File: src/rtl/layer1_weight_sequencer_pkg.sv
`default_nettype none
// layer1_weight_sequencer_pkg: shared state encoding and sizing helper.
// Revision: 1.0
package layer1_weight_sequencer_pkg;

  typedef enum logic [2:0] {
    ST_IDLE   = 3'd0,
    ST_LOAD   = 3'd1,
    ST_COMMIT = 3'd2,
    ST_SCAN   = 3'd3,
    ST_DRAIN  = 3'd4
  } seq_state_t;

  // A single-lane row still needs a 1-bit counter to keep the ports legal.
  function automatic int lane_width(input int lanes);
    return (lanes > 1) ? $clog2(lanes) : 1;
  endfunction

endpackage
`default_nettype wire

File: src/rtl/layer1_weight_sequencer_row_packer.sv
`default_nettype none
// layer1_weight_sequencer_row_packer: gathers serial weight words into one storage row.
// Revision: 1.0
module layer1_weight_sequencer_row_packer
  import layer1_weight_sequencer_pkg::*;
#(
  parameter int RELU_NODES        = 16,
  parameter int LAYER_1_BIT_WIDTH = 8
) (
  input  logic                                   clk,
  input  logic                                   reset,
  input  logic                                   clear,
  input  logic                                   accept,
  input  logic [LAYER_1_BIT_WIDTH-1:0]           word_in,
  output logic [RELU_NODES*LAYER_1_BIT_WIDTH-1:0] pack_row,
  output logic                                   row_full
);

  localparam int LANE_W = lane_width(RELU_NODES);
  localparam logic [LANE_W-1:0] LAST_LANE = LANE_W'(RELU_NODES - 1);

  logic [LANE_W-1:0] lane_cnt;

  // High on the handshake that fills the final lane.
  assign row_full = accept && (lane_cnt == LAST_LANE);

  always_ff @(posedge clk) begin
    if (reset) begin
      lane_cnt <= '0;
      pack_row <= '0;
    end else if (clear) begin
      lane_cnt <= '0;
    end else if (accept) begin
      for (int l = 0; l < RELU_NODES; l++) begin
        if (lane_cnt == LANE_W'(l)) begin
          pack_row[l*LAYER_1_BIT_WIDTH +: LAYER_1_BIT_WIDTH] <= word_in;
        end
      end
      lane_cnt <= row_full ? '0 : lane_cnt + 1'b1;
    end
  end

endmodule
`default_nettype wire

File: src/rtl/layer1_weight_sequencer.sv
`default_nettype none
// layer1_weight_sequencer: loads weight rows into Layer1WeightStorage and scans them out.
// Revision: 1.0
module layer1_weight_sequencer
  import layer1_weight_sequencer_pkg::*;
#(
  parameter int RELU_NODES        = 16,
  parameter int LAYER_1_BIT_WIDTH = 8,
  parameter int NUM_ROWS          = 784,
  parameter int SEL_WIDTH         = 10
) (
  input  logic                                    clk,
  input  logic                                    reset,
  input  logic                                    loadStart,
  input  logic                                    scanStart,
  input  logic [LAYER_1_BIT_WIDTH-1:0]            wordIn,
  input  logic                                    wordValid,
  output logic                                    wordReady,
  output logic                                    writeEnable,
  output logic [SEL_WIDTH-1:0]                    NodeSelect,
  output logic [RELU_NODES*LAYER_1_BIT_WIDTH-1:0] writeIn,
  input  logic [RELU_NODES*LAYER_1_BIT_WIDTH-1:0] readOut,
  output logic [RELU_NODES*LAYER_1_BIT_WIDTH-1:0] rowOut,
  output logic [SEL_WIDTH-1:0]                    rowIndex,
  output logic                                    rowValid,
  input  logic                                    rowReady,
  output logic                                    busy,
  output logic                                    loadDone,
  output logic                                    scanDone
);

  localparam logic [SEL_WIDTH-1:0] LAST_ROW = SEL_WIDTH'(NUM_ROWS - 1);

  seq_state_t           state;
  seq_state_t           state_next;
  logic [SEL_WIDTH-1:0] row_cnt;
  logic                 word_accept;
  logic                 row_full;
  logic                 capture;
  logic                 pack_clear;
  logic                 last_row;

  assign word_accept = (state == ST_LOAD) && wordValid;
  assign capture     = (state == ST_SCAN) && (!rowValid || rowReady);
  assign pack_clear  = (state == ST_IDLE) && loadStart;
  assign last_row    = (row_cnt == LAST_ROW);

  layer1_weight_sequencer_row_packer #(
    .RELU_NODES       (RELU_NODES),
    .LAYER_1_BIT_WIDTH(LAYER_1_BIT_WIDTH)
  ) u_packer (
    .clk     (clk),
    .reset   (reset),
    .clear   (pack_clear),
    .accept  (word_accept),
    .word_in (wordIn),
    .pack_row(writeIn),
    .row_full(row_full)
  );

  // Storage address follows the row counter in every state; it holds the last row through DRAIN.
  assign NodeSelect = row_cnt;

  always_comb begin
    state_next  = state;
    wordReady   = 1'b0;
    writeEnable = 1'b0;
    busy        = (state != ST_IDLE);
    case (state)
      ST_IDLE: begin
        if (loadStart)      state_next = ST_LOAD;
        else if (scanStart) state_next = ST_SCAN;
      end
      ST_LOAD: begin
        wordReady = 1'b1;
        if (row_full) state_next = ST_COMMIT;
      end
      ST_COMMIT: begin
        writeEnable = 1'b1;
        state_next  = last_row ? ST_IDLE : ST_LOAD;
      end
      ST_SCAN: begin
        if (capture && last_row) state_next = ST_DRAIN;
      end
      ST_DRAIN: begin
        if (rowReady) state_next = ST_IDLE;
      end
      default: state_next = ST_IDLE;
    endcase
  end

  always_ff @(posedge clk) begin
    if (reset) begin
      state    <= ST_IDLE;
      row_cnt  <= '0;
      rowOut   <= '0;
      rowIndex <= '0;
      rowValid <= 1'b0;
      loadDone <= 1'b0;
      scanDone <= 1'b0;
    end else begin
      state    <= state_next;
      loadDone <= 1'b0;
      scanDone <= 1'b0;
      case (state)
        ST_IDLE: begin
          if (loadStart || scanStart) row_cnt <= '0;
        end
        ST_COMMIT: begin
          if (last_row) begin
            row_cnt  <= '0;
            loadDone <= 1'b1;
          end else begin
            row_cnt <= row_cnt + 1'b1;
          end
        end
        ST_SCAN: begin
          if (capture) begin
            rowOut   <= readOut;
            rowIndex <= row_cnt;
            rowValid <= 1'b1;
            if (!last_row) row_cnt <= row_cnt + 1'b1;
          end
        end
        ST_DRAIN: begin
          if (rowReady) begin
            rowValid <= 1'b0;
            scanDone <= 1'b1;
          end
        end
        default: ;
      endcase
    end
  end

endmodule
`default_nettype wire

File: config.mk
export PLATFORM = sky130hd
export DESIGN_NAME = layer1_weight_sequencer
export DESIGN_NICKNAME = d
export VERILOG_FILES = /design/src/rtl/layer1_weight_sequencer_pkg.sv /design/src/rtl/layer1_weight_sequencer_row_packer.sv /design/src/rtl/layer1_weight_sequencer.sv
export SDC_FILE = /design/constraint.sdc
export NUM_CORES = 1
export LEC_CHECK = 0
export CORE_AREA = 2 2 163 165
export DETAILED_ROUTE_END_ITERATION = 8
export DIE_AREA = 0 0 165 167
export GPL_ROUTABILITY_DRIVEN = 1
export GPL_TIMING_DRIVEN = 0
export PLACE_DENSITY = 0.76
export SLEW_MARGIN = 20
export SYNTH_ARGS = -nofsm -noshare
export SYNTH_HDL_FRONTEND = slang
export SYNTH_SLANG_ARGS = --single-unit
export TNS_END_PERCENT = 20
File: constraint.sdc
create_clock -name clk -period 3.15 [get_ports clk]
set_input_delay 0.4725 -clock clk [delete_from_list [all_inputs] [get_ports clk]]
set_output_delay 0.4725 -clock clk [all_outputs]
set_load 0.01 [all_outputs]
==> key figures, run 1 <==
Final layout
  • Antenna diodes: 0
  • Final #Nets: 1784
  • Share of cells above drive strength 1: 4.52%
  • Util after Layout: 62.3%
  • Synth-to-Final Area Change: 54.0%
  • Number of fillers in the final layout: 2189
  • Fin cells: 1994

Clock tree
  • TritonCTS Buffers: 30
  • Clk root buf: clkbuf_16
  • Max Root-Sink Buffers: 3
  • H-tree levels: 1
  • Clk sinks: 286
  • Setup bufs post-CTS: 0
  • CTS tree: yes
  • Post-CTS Resized: 0
  • Hold buffer count at cts: 0
  • CTS clk-pin slew, worst paths: 0.06 ns
  • Worst-Skew Late Latency: 0.55 ns

Floorplan
  • Core ar.: 25800 µm²
  • Die height: 167 µm
  • Starting Density: 40.5%
  • IO Pins: 424
  • Die width: 165 µm
  • DIE AREA: 27600 µm²
  • FP Rows: 59

Timing
  • Setup violators final: 0
  • Fin. Hold Viols: 0
  • Hold Slack: 0.452 ns
  • Fmax: 0.383 GHz
  • Worst Setup Slack, final: 0.541 ns
  • Max Clock Skew: 0.0272 ns
  • Post-layout min period: 2.61 ns
  • Slew Limit Fails: 0
  • Worst Max-Slew Pin Slew: 0.848 ns
  • Setup_tns: 0 ns
  • Slew headroom: 42.7%
  • RSZ-0062 raised after global routing: no
  • Period utilisation layout: 82.8%

Power
  • Pwr Density: 491 nW/µm²
  • Leakage power: 6.10 nW
  • Maximum vdd drop: 0.000343 V

Yosys
  • Avg Cell Area, Syn: 8.81 µm²
  • Post-synth top flop: dfxtp_1
  • FF+latch count, synth: 286
  • Syn_nets: 1330
  • Number of synthesis warnings: 0
  • Distinct cells, synth: 45
  • Syn Std Cell Area: 10400 µm²
  • Fraction of registers with async set/reset: 0%
  • Syn Inst Count: 1183
  • Number of flops mapped to enable cells by yosys: 0
  • Post-synthesis sequential area ratio: 54.9%

GRT
  • Total gr overflow: 0
  • First-pass GRT wire length: 54.5 mm
  • Pin count of the biggest net entering global routing: 15
  • Gr usage total: 25.3%
  • Initial antenna violation count: 0
  • Vias in the first global route: 9645

Route
  • Average wire per standard cell: 18.2 µm
  • Remaining DRCs: 0
  • Total routed wirelength: 36.3 mm
  • Vias: 9864
  • Routed Antenna Nets: 0
  • DRT Pass-1 Iters: 6
  • Initial DRC count: 483
  • Post-DR vias/cell: 4.95

Worst setup path
  • Reg2reg end: rowOut[62]
  • Arrival time worst endpoint: 2.14 ns
  • Top delay family on crit path: buffers and inverters
  • Setup crit end kind: output port
  • Slowest cell on the critical path: clkdlybuf4s50_1
  • CP peak stage delay: 0.60 ns
  • Reg2reg path depth: 6
  • CP required: 2.68 ns
  • Critical path startpoint category: flop
  • CP bufs+invs: 2
  • Reg-to-reg setup timing slack: 0.70 ns
  • CP Cell Sequence: clkbuf_1, nand2b_1, nor2_1, clkdlybuf4s50_1
  • Worst setup path category: flop to output port
  • Origin of the critical flop-to-flop path: state[0]
  • Max FO, Critical Path: 10

Job
  • Max Cap Viol: 0

Hold path
  • Min-Delay Endpoint: rowOut[86]
  • Hold path depth: 2
  • Hold_sp: rowOut[86]
  • Min-Delay Path Class: flop to flop

Run status
  • Status: complete, no violations

Place
  • Port Buffers: 422
  • HPWL Detailed: 27.4 mm
  • Routability Congestion: 0.925
  • Inst Count DP: 1940
  • Pre-CTS WS: 0.0901 ns
-- worst max-delay path by stage --
stage / start / endpoint / cells after the start
floorplan: NodeSelect[0] / NodeSelect[6] / 7
global placement: rowReady / rowOut[61] / 7
detailed placement: rowReady / rowOut[62] / 7
CTS: state[2] / writeEnable / 4
global route: state[2] / rowOut[101] / 7
finish: state[2] / writeEnable / 4
-- synthesized netlist by cell type, types with 2 or more instances --
master / count / share of area (%)
nand4_1: 3 / 0.18
nand3_1: 7 / 0.34
buf_2: 4 / 0.19
and3_1: 3 / 0.18
nand3_2: 11 / 1.1
xnor2_1: 2 / 0.17
inv_1: 5 / 0.18
a21oi_1: 162 / 7.8
mux2i_1: 121 / 12
nor2b_1: 3 / 0.18
nor4_1: 2 / 0.12
o41ai_1: 2 / 0.17
o21ai_0: 4 / 0.19
or4_1: 4 / 0.29
dfxtp_1: 286 / 55
nor3_1: 8 / 0.38
o31ai_1: 3 / 0.22
nand2_1: 308 / 11
ha_1: 5 / 0.60
nor4b_1: 2 / 0.17
nor2_1: 137 / 4.9
nand3b_1: 2 / 0.14
clkbuf_1: 72 / 2.6
nor2_4: 3 / 0.32
nand2b_1: 4 / 0.24
-- cell families after synthesis --
kind of cell | after synthesis | synth area share, %
AND/OR/NAND/NOR | 509 | 20.7
flip-flops | 286 | 54.9
multiplexers | 121 | 11.6
XOR/XNOR | 3 | 0.252
AO/OA/AOI/OAI | 177 | 8.90
adder cells (fa/ha/maj) | 5 | 0.600
buffers and inverters | 82 | 3.07
-- metrics by stage --
step                      power [mW]  instance area [µm²]
final                           7.88                16100
after floorplan                 4.01                10400
after global routing            8.15                16100
after detailed placement        4.41                15100
after global placement          4.40                15100
after CTS                       7.96                16100
-- per-layer routing --
layer  global-route usage (%)  vias to the layer above  share of wire (%)
li1                         -                     4813                  -
met1                     30.5                     4599                 41
met2                     43.0                      365                 47
met4                     8.62                        0                3.3
met5                        0                        -                  0
met3                     6.92                       87                8.4
-- tightest hold or removal path, cell delays in order, from the launching register on --
cell     delay [ns]
dfxtp_1        0.31
nand2_1        0.05
a21oi_1        0.05
-- flip-flops by register name, indices dropped and copies added, names as in the netlist --
| register | count |
|---|---|
| state | 3 |
| rowValid | 1 |
| NodeSelect | 10 |
| scanDone | 1 |
| u_packer.pack_row | 128 |
| rowOut | 128 |
| u_packer.lane_cnt | 4 |
| rowIndex | 10 |
| loadDone | 1 |
-- area by class of cell --
class / instances / area [µm²] / area share (%)
Clock inverter: 15 / 156 / 0.974
Sequential cell: 286 / 5730 / 35.6
Inverter: 5 / 18.8 / 0.117
Tap cell: 335 / 419 / 2.61
Multi-Input combinational cell: 815 / 4380 / 27.3
Clock buffer: 39 / 836 / 5.20
Buffer: 77 / 302 / 1.88
Timing Repair Buffer: 422 / 4220 / 26.3
-- placed cells by master, fill, tap and decap left out, drive strengths merged, types with 4 or more instances in the layout --
| cell | n |
|---|---|
| clkdlybuf4s50 | 422 |
| nand2 | 308 |
| dfxtp | 286 |
| a21oi | 162 |
| nor2 | 141 |
| mux2i | 121 |
| clkbuf | 111 |
| nand3 | 18 |
| clkinv | 11 |
| nor3 | 8 |
| inv | 5 |
| ha | 5 |
| buf | 5 |
| nand2b | 4 |
| o21ai | 4 |
| or4 | 4 |
-- power by group --
part           leakage, nW  switching (mW)  total (mW)  internal [mW]
Sequential            2.31          0.0285        3.70           3.67
Combinational         3.30           0.320       0.634          0.314
Clock                0.495            1.45        3.55           2.10
Total                 6.10            1.80        7.88           6.09
No activity file was read; power rests on OpenSTA's default activity.
==> inputs of run 2 (changes only) <==
CORE_AREA = 2 2 164 166   (was 2 2 163 165)
DIE_AREA = 0 0 166 168   (was 0 0 165 167)
PLACE_DENSITY = 0.75   (was 0.76)
clock period = 2.55 ns   (was 3.15 ns; I/O delays follow)
==> run 2 against run 1 <==
Sequential share of layout area down 0.16 points. Critical path depth down 1. Final cell count up 0.40%. Count of clock-buffer cells in the layout up 6. Die area up 1.2%. Worst setup slack worse by 0.44 ns. Clock power up 29%. Power up 26%. Worst hold slack worse by 0.074 ns. Sequential power up 24%. Combinational power up 23%. Design area up 0.45%.
==> key figures, run 2 (synthesis gave the netlist of run 1 again) <==
Final layout
  • Number of fillers in the final layout: 2213 (+1.1%)
  • Antenna diodes: 0 (unchanged)
  • Final #Nets: 1784 (unchanged)
  • Fin area: 16100 µm² (+0.45%)
  • Seq. cell area: 5730 µm² (unchanged)
  • Most frequent cells in the layout: 421 x clkdlybuf4s50_1, 308 x nand2_1, 286 x dfxtp_1
  • Multi-input gate area: 4380 µm² (unchanged)
  • Regs by FF count: rowOut x128, u_packer.pack_row x128
  • Commonest non-fill, non-tap cell in the layout: clkdlybuf4s50_1
  • Fin cells: 2002 (+0.40%)
  • Share of cells above drive strength 1: 4.76% (+0.24 points)
  • Synth-to-Final Area Change: 54.7%

Power
  • Leakage power: 6.13 nW (+0.49%)
  • Combinational cell fraction of total power: 7.8% (-0.2 points)
  • Pwr Density: 616 nW/µm² (+25%)
  • Net Sw Frac: 22.5% (-0.25 points)
  • Maximum vdd drop: 0.000529 V (+54%)
  • Reg power frac: 46.0% (-0.9 points)
  • Part of the power in the clock network: 46.2% (+1.1 points)
  • Switch Pwr: 2.24 mW (+25%)
  • Pint: 7.70 mW (+26%)

Place
  • HPWL Detailed: 27.5 mm (+0.51%)
  • Placed Area: 15100 µm² (about the same)
  • Inst Count DP: 1946 (+0.31%)
  • Routability Congestion: 0.913 (-1.3%)
  • Port Buffers: 422 (unchanged)

GRT
  • Gr usage total: 24.8% (-0.45 points)
  • Vias in the first global route: 9744 (+1.0%)
  • Pin count of the biggest net entering global routing: 15 (unchanged)
  • First-pass GRT wire length: 55.3 mm (+1.6%)
  • Initial antenna violation count: 0 (unchanged)
  • Total gr overflow: 0 (unchanged)

Route
  • DRT Pass-1 Iters: 7 (+1)
  • Routed Antenna Nets: 0 (unchanged)
  • Post-DR vias/cell: 4.97 (+0.46%)
  • Total routed wirelength: 36.5 mm (+0.43%)
  • Initial DRC count: 564 (+17%)
  • Remaining DRCs: 0 (unchanged)
  • Average wire per standard cell: 18.2 µm (about the same)
  • Vias: 9949 (+0.86%)

Run status
  • Status: complete, no violations

Timing
  • Slew headroom: 38.7% (-4.0 points)
  • Post-layout min period: 2.45 ns
  • Fmax: 0.409 GHz
  • Setup_tns: 0 ns (unchanged)
  • Period utilisation layout: 96.0%
  • RSZ-0062 raised after global routing: no
  • Slew Limit Fails: 0 (unchanged)
  • Fin. Hold Viols: 0 (unchanged)
  • Max Clock Skew: 0.0224 ns (-0.00480 ns)
  • Hold Slack: 0.379 ns (-0.0736 ns)
  • Worst Max-Slew Pin Slew: 0.907 ns (+0.0587 ns)
  • Setup violators final: 0 (unchanged)

Worst setup path
  • Arrival time worst endpoint: 2.06 ns (-0.08 ns)
  • Worst setup path category: flop to output port
  • Critical path startpoint category: flop
  • CP bufs+invs: 2 (unchanged)
  • Reg2reg path depth: 6 (unchanged)
  • CP peak stage delay: 0.52 ns (-0.08 ns)
  • CP Cell Sequence: clkbuf_1, or3_1, clkdlybuf4s50_1
  • Critical path depth: 3 (-1)
  • Reg-to-reg setup timing slack: 0.21 ns (-0.49 ns)
  • Max FO, Critical Path: 10 (unchanged)
  • Slowest cell on the critical path: clkdlybuf4s50_1
  • Top delay family on crit path: buffers and inverters
  • Setup crit end kind: output port
  • CP required: 2.17 ns (-0.51 ns)

Clock tree
  • Clk sinks: 286 (unchanged)
  • Max Root-Sink Buffers: 3 (unchanged)
  • Hold buffer count at cts: 0 (unchanged)
  • CTS clk-pin slew, worst paths: 0.06 ns (about the same)
  • TritonCTS Buffers: 30 (unchanged)
  • CTS tree: yes
  • Worst-Skew Late Latency: 0.55 ns (about the same)
  • Setup bufs post-CTS: 0 (unchanged)
  • H-tree levels: 1 (unchanged)
  • Clk root buf: clkbuf_16

Floorplan
  • Starting Density: 39.6% (-0.90 points)
  • DIE AREA: 27900 µm² (+1.2%)
  • Core ar.: 26400 µm² (+2.3%)
  • Die height: 168 µm (+0.60%)
  • IO Pins: 424 (unchanged)
  • Die width: 166 µm (+0.61%)
  • FP Rows: 60 (+1.7%)

Hold path
  • Min-Delay Path Class: input port to flop
  • Hold path depth: 3 (+1)

Job
  • Max Cap Viol: 0 (unchanged)
[run 2: power by group through the flow]
stage               Combinational [mW]  Sequential, mW  Clock (mW)
floorplan                        0.267            4.69           0
global placement                 0.766            4.66           0
detailed placement               0.774            4.67           0
CTS                              0.778            4.57        4.66
global route                     0.835            4.57        4.86
finish                           0.779            4.57        4.59
[run 2: final cells by class]
type | instances | area share, %
Sequential cell | 286 | 35.5
Multi-Input combinational cell | 815 | 27.2
Timing Repair Buffer | 422 | 26.2
Clock buffer | 45 | 5.69
Tap cell | 341 | 2.64
Buffer | 77 | 1.88
Clock inverter | 11 | 0.853
Inverter | 5 | 0.116
[run 2: what timing repair did]
action / 4_1_cts / 5_1_grt
endpoints found under the setup margin: 1 / 15
resized for setup: 1 / 4
hold endpoints to repair: 0 / 0
[run 2: final timing paths]
kind / startpoint / to
max reg2reg: state[1] / u_packer.pack_row[56]
max: state[2] / busy
min reg2reg: u_packer.pack_row[122] / u_packer.pack_row[122]
min: readOut[5] / rowOut[5]
[run 2: metrics by stage]
step	power [mW]	utilization (%)	setup slack [ns]
3_3_place_gp	5.43	57.2	-0.320
2_1_floorplan	4.96	-	0.603
4_1_cts	10.0	61.2	0.0834
3_5_place_dp	5.44	57.2	-0.390
5_1_grt	10.3	61.2	0.0199
6_report	9.94	61.2	0.103
[run 2: per-layer routing]
layer	vias up	global-route usage [%]	routed length (µm)
met5	-	0	0
met4	0	9.00	1340
met3	84	7.80	2970
met2	360	42.0	17100
met1	4688	29.8	15100
li1	4817	-	-
[run 2: tightest hold or removal path, stage by stage]
cell and delay, ns:
clkdlybuf4s50_1 0.40, nand2_1 0.06, a21oi_1 0.05
